## src/rtl/register_file.sv

```systemverilog
// Architectural register file with ROB rename tags; zero-latency operand read, single-cycle update.
// No backpressure: rdy_in low freezes all state while the read path keeps answering.
module register_file #(
  parameter int REG_COUNT = 32,
  parameter int REG_WIDTH = 5,
  parameter int ROB_WIDTH = 4
) (
  input  logic                 clk_in,
  input  logic                 rst_in,
  input  logic                 rdy_in,
  input  logic                 flush,
  input  logic [REG_WIDTH-1:0] dec_rs1,
  input  logic [REG_WIDTH-1:0] dec_rs2,
  output logic [31:0]          dec_val_j,
  output logic [31:0]          dec_val_k,
  output logic                 dec_has_dep_j,
  output logic                 dec_has_dep_k,
  output logic [ROB_WIDTH-1:0] dec_dep_j,
  output logic [ROB_WIDTH-1:0] dec_dep_k,
  input  logic                 dec_rename_en,
  input  logic [REG_WIDTH-1:0] dec_rename_reg,
  input  logic [ROB_WIDTH-1:0] dec_rename_rob_id,
  output logic [ROB_WIDTH-1:0] rob_id_j,
  output logic [ROB_WIDTH-1:0] rob_id_k,
  input  logic                 rob_ready_j,
  input  logic                 rob_ready_k,
  input  logic [31:0]          rob_data_j,
  input  logic [31:0]          rob_data_k,
  input  logic [REG_WIDTH-1:0] commit_reg_id,
  input  logic [31:0]          commit_data,
  input  logic [ROB_WIDTH-1:0] commit_rob_id
);

  typedef struct packed {
    logic                 has_dep;
    logic [ROB_WIDTH-1:0] dep;
    logic [31:0]          val;
  } rd_t;

  logic [31:0]          val_q  [REG_COUNT];
  logic [31:0]          val_d  [REG_COUNT];
  logic                 busy_q [REG_COUNT];
  logic                 busy_d [REG_COUNT];
  logic [ROB_WIDTH-1:0] tag_q  [REG_COUNT];
  logic [ROB_WIDTH-1:0] tag_d  [REG_COUNT];

  // Priority: x0, same-cycle commit bypass, ROB forward, pending tag, then architectural value.
  function automatic rd_t read_op(
    input logic [REG_WIDTH-1:0] rs,
    input logic                 busy,
    input logic [ROB_WIDTH-1:0] tag,
    input logic [31:0]          val,
    input logic                 ready,
    input logic [31:0]          data,
    input logic [REG_WIDTH-1:0] c_reg,
    input logic [ROB_WIDTH-1:0] c_rob,
    input logic [31:0]          c_data
  );
    rd_t r;
    r = '0;
    if (rs != '0) begin
      if (!busy) begin
        r.val = val;
      end else if (tag == c_rob && c_reg == rs) begin
        r.val = c_data;
      end else if (ready) begin
        r.val = data;
      end else begin
        r.has_dep = 1'b1;
        r.dep     = tag;
      end
    end
    return r;
  endfunction

  rd_t rd_j, rd_k;

  always_comb begin
    rd_j = read_op(dec_rs1, busy_q[dec_rs1], tag_q[dec_rs1], val_q[dec_rs1],
                   rob_ready_j, rob_data_j, commit_reg_id, commit_rob_id, commit_data);
    rd_k = read_op(dec_rs2, busy_q[dec_rs2], tag_q[dec_rs2], val_q[dec_rs2],
                   rob_ready_k, rob_data_k, commit_reg_id, commit_rob_id, commit_data);
  end

  assign dec_val_j     = rd_j.val;
  assign dec_has_dep_j = rd_j.has_dep;
  assign dec_dep_j     = rd_j.dep;
  assign dec_val_k     = rd_k.val;
  assign dec_has_dep_k = rd_k.has_dep;
  assign dec_dep_k     = rd_k.dep;
  assign rob_id_j      = tag_q[dec_rs1];
  assign rob_id_k      = tag_q[dec_rs2];

  // Commit is applied before rename so a same-register rename overrides busy/tag.
  always_comb begin
    val_d  = val_q;
    busy_d = busy_q;
    tag_d  = tag_q;
    if (rdy_in) begin
      if (flush) begin
        for (int i = 0; i < REG_COUNT; i++) begin
          busy_d[i] = 1'b0;
          tag_d[i]  = '0;
        end
      end else begin
        if (commit_reg_id != '0) begin
          val_d[commit_reg_id] = commit_data;
          if (busy_q[commit_reg_id] && tag_q[commit_reg_id] == commit_rob_id)
            busy_d[commit_reg_id] = 1'b0;
        end
        if (dec_rename_en && dec_rename_reg != '0) begin
          busy_d[dec_rename_reg] = 1'b1;
          tag_d[dec_rename_reg]  = dec_rename_rob_id;
        end
      end
    end
  end

  always_ff @(posedge clk_in or negedge rst_in) begin
    if (!rst_in) begin
      for (int i = 0; i < REG_COUNT; i++) begin
        val_q[i]  <= '0;
        busy_q[i] <= 1'b0;
        tag_q[i]  <= '0;
      end
    end else begin
      for (int i = 0; i < REG_COUNT; i++) begin
        val_q[i]  <= val_d[i];
        busy_q[i] <= busy_d[i];
        tag_q[i]  <= tag_d[i];
      end
    end
  end

endmodule

```

## config.mk

```make
export PLATFORM = sky130hd
export DESIGN_NAME = register_file
export DESIGN_NICKNAME = d
export VERILOG_FILES = /design/src/rtl/register_file.sv
export SDC_FILE = /design/constraint.sdc
export NUM_CORES = 2
export LEC_CHECK = 0
export BUFFER_PORTS_ARGS = -buffer_cell sky130_fd_sc_hd__buf_2
export CAP_MARGIN = 20
export CORE_ASPECT_RATIO = 1.5
export CORE_UTILIZATION = 63
export CTS_CLUSTER_SIZE = 16
export DETAILED_ROUTE_END_ITERATION = 16
export PLACE_DENSITY = 0.87
export SKIP_CTS_REPAIR_TIMING = 1
export SYNTH_ARGS = -nofsm -noshare
export SYNTH_HDL_FRONTEND = slang
export SYNTH_SLANG_ARGS = --single-unit
```

## constraint.sdc

```tcl
create_clock -name clk_in -period 3.8 [get_ports clk_in]
set_input_delay 0.38 -clock clk_in [delete_from_list [all_inputs] [get_ports clk_in]]
set_output_delay 0.38 -clock clk_in [all_outputs]
set_load 0.05 [all_outputs]
```

==> results.md <==
* Met1 track utilization from global routing at around half
* Number of pins exceeding their max-slew limit in the final report at 0
* Register-to-register path setup slack at 0.23 ns
* Net Count, Synth at around 5200
* Period Utilization, post-route at 119%
* Post-detailed-route DRC marker count at 0
* Mean number of vias per cell at 8.02
* Slew Limit Headroom at between 20% and 30%
* Power after layout at 36.7 mW
* Cell leakage power at 34.5 nW
* Setup repair after global routing missed its margin: yes
* HPWL after DPL at between 100 and 150 mm
* Most area-hungry cell type in the Yosys netlist: dfrtp_1
* Sinks on the clock net at 1184
* Overflow left after global routing at 0
* CTS clock-pin slew for the worst setup and hold paths at 0.07 ns
* Wirelength, routed at around 250 mm
* Overall routing resource usage at 45.2%
* Insertion delay to the later sink of the worst-skew pair at 0.76 ns
* Syn Area/Cell at 13.5 µm²
* Die Width at about 270 µm
* Area of the core at 0.107 mm²
* Sum Neg Setup Slack at -35.47 ns
* Count of final hold-check violations at 0
* I/O pin count at between 200 and 250
* PD cells at between 400 and 500 mW/mm²
* Leading cell type in the layout, fill and taps excluded: dfrtp_1
* Post-synthesis instance area at 0.0683 mm²
* Crit Reg-Reg Startpoint: tag_q[106]$_DFFE_PN0P_
* Endpoint of the lowest-slack register-to-register path: busy_q[16]$_DFFE_PN0P_
* Vias after detailed routing at 53800
* Final instance area at 0.0777 mm²
* Number of antenna violations at the first check in global routing at 19
* Worst hold slack at 0.0569 ns
* Count of max-cap constraint violations at 0
* CP required at 3.42 ns
* Endpoint of the most critical setup path: dec_val_k[12]
* Number of instances in the synthesized netlist at ~5100
* Wire length per cell at ~38 µm
* Launching instance or port of the critical path: tag_q[106]$_DFFE_PN0P_
* Synthesized flop and latch total at 1184
* Clk buf depth at 3
* Clock period minus worst slack at 4.52 ns
* Fraction of final layout cells sized beyond drive strength 1 at 47.3%
* Most frequent cells in the layout: dfrtp_1, mux2_2, mux2i_1
* Post-Route Utilization at 72.5%
* Min setup slack post-route at -0.721 ns
* Least-Margin Pin Slew at roughly 1.1 ns
* Global Route met2 Usage at between 60% and 70%
* Number of DRC markers after the initial detailed-route iteration at roughly 7400
* Number of flops mapped to enable cells by yosys at 0
* Critical path fanouts, max at 8
* Number of input and output port buffers inserted at between 200 and 250
* Layer with the highest usage after global routing: met2
* Total CTS buffers at 109
* Leading register cell type out of synthesis: dfrtp_1
* Worst setup SP type: flop
* Number of placement rows at 147
* Clk_skew at 0.0374 ns
* Number of cells on the worst reg-to-reg path at 9
* Placed standard-cell area at 0.0727 mm²
* GPL Wtd Cong at 1.05
* Area added between synthesis and finish at 13.8%
* Global-route track usage on met3 at 16.4%
* Yosys warns at 0
* Total iterations of the first detailed-routing run at 7
* CTS root buffer: clkbuf_16
* Arr. time, crit path at between 4 and 5 ns
* Classification of the worst-slack hold path: in -> reg
* Part of the Yosys area used for sequential elements at 43.4%
* Class of the most critical setup path: reg -> out
* Total number of H-tree levels at 3
* Violations in the final reports: setup timing
* Number of nets in the final layout at between 5000 and 6000
* Maximum clock rate at 221 MHz
* Worst vdd ir at 0.000381 V
* Total of endpoints with negative setup slack in the final report at 74
* Die height at 405 µm
* Fraction of registers with async set/reset at 100%
* Number of nets still failing antenna checks after routing at 0
* Number of global-route vias before repair at roughly 55000
* Pin count of the biggest net entering global routing at 113
* Area share of the largest cell type after synthesis at 43.4%
* Category of the worst setup path capture point: output port
* Wire length of the first global-routing pass at 361 mm
* Area of the die at 0.110 mm²
* Number of distinct library cells after synthesis at 75
* Initial Util at between 60% and 70%
* TritonCTS clock tree: yes
* Status: finished, violations left
* Most area-consuming cells after synthesis: dfrtp_1, mux4_2, mux2_2, mux2i_1, clkbuf_1
[how the worst min path moves through the flow]
stage / start / endpoint / depth (start not counted)
detailed placement: val_q[1020]$_DFFE_PN0P_ / val_q[1020]$_DFFE_PN0P_ / 0
floorplan: rst_in / busy_q[0]$_DFFE_PN0P_ / 0
CTS: rst_in / tag_q[76]$_DFFE_PN0P_ / 1
global placement: val_q[1006]$_DFFE_PN0P_ / val_q[1006]$_DFFE_PN0P_ / 0
global route: commit_data[27] / val_q[411]$_DFFE_PN0P_ / 2
finish: commit_data[27] / val_q[475]$_DFFE_PN0P_ / 2
[registers in the layout (all words and copies together) (netlist names)]
name,count
busy_q,32
tag_q,128
val_q,1024
[final cells by class]
class | count | area (µm²)
diodes | 13 | 32.5
multi-input cells | 3292 | 37000
inverters | 11 | 42.5
well taps | 1415 | 1770
clock inverters | 52 | 622
repair buffers | 588 | 5440
flip-flops and latches | 1184 | 29600
clock buffers | 154 | 3170
fillers | 6297 | 29500
[cells in the mapped netlist, types with 19 or more instances]
cell type	instances
mux2i_1	514
a31o_2	33
nand4_1	34
dfrtp_1	1184
a22oi_1	40
o21ai_0	83
a31oi_1	42
o31ai_1	30
o211ai_1	60
a41oi_1	33
mux4_2	513
a221oi_1	93
buf_4	42
buf_2	122
o2bb2ai_1	123
buf_6	19
nand2_1	207
a21oi_1	107
mux2_2	1004
nor2b_1	19
nand3_1	84
nor2_1	71
buf_1	58
clkbuf_1	350
[through the flow]
| step | instances | worst slack (ns) |
|---|---|---|
| global placement | 6460 | -0.652 |
| global route | 6703 | -0.760 |
| CTS | 6667 | -0.904 |
| detailed placement | 6461 | -0.638 |
| floorplan | 5076 | -0.384 |
| finish | 6709 | -0.721 |
[worst max-delay path, cell delays in order (launching register included)]
cell and delay (ns):
dfrtp_1 0.47, mux4_2 0.47, a32oi_1 0.17, buf_4 0.19, nor4bb_2 0.24, buf_4 0.18, o21ai_4 0.06, a2111oi_4 0.45
clkbuf_16 0.21, buf_12 0.15, clkbuf_16 0.19, a41oi_1 0.12, a21oi_1 0.24, buf_4 0.24
[layer usage]
layer | vias up | part of all wire (%)
li1 | 20000 | -
met1 | 26800 | 30
met2 | 5036 | 44
met3 | 1926 | 14
met4 | 16 | 12
met5 | - | 0.070
[kinds of logic after synthesis]
group / after synthesis / synth area share, %
buffers and inverters: 604 / 3.99
multiplexers: 2031 / 41.0
AO/OA/AOI/OAI: 717 / 7.74
flip-flops: 1184 / 43.4
AND/OR/NAND/NOR: 524 / 3.70
XOR/XNOR: 16 / 0.205
[power by group]
group	internal [mW]	switching, mW	total (mW)
logic	4.23	4.58	8.81
registers	14.3	1.67	16.0
clock network	6.65	5.25	11.9
Power figures use the tool's default switching activity.
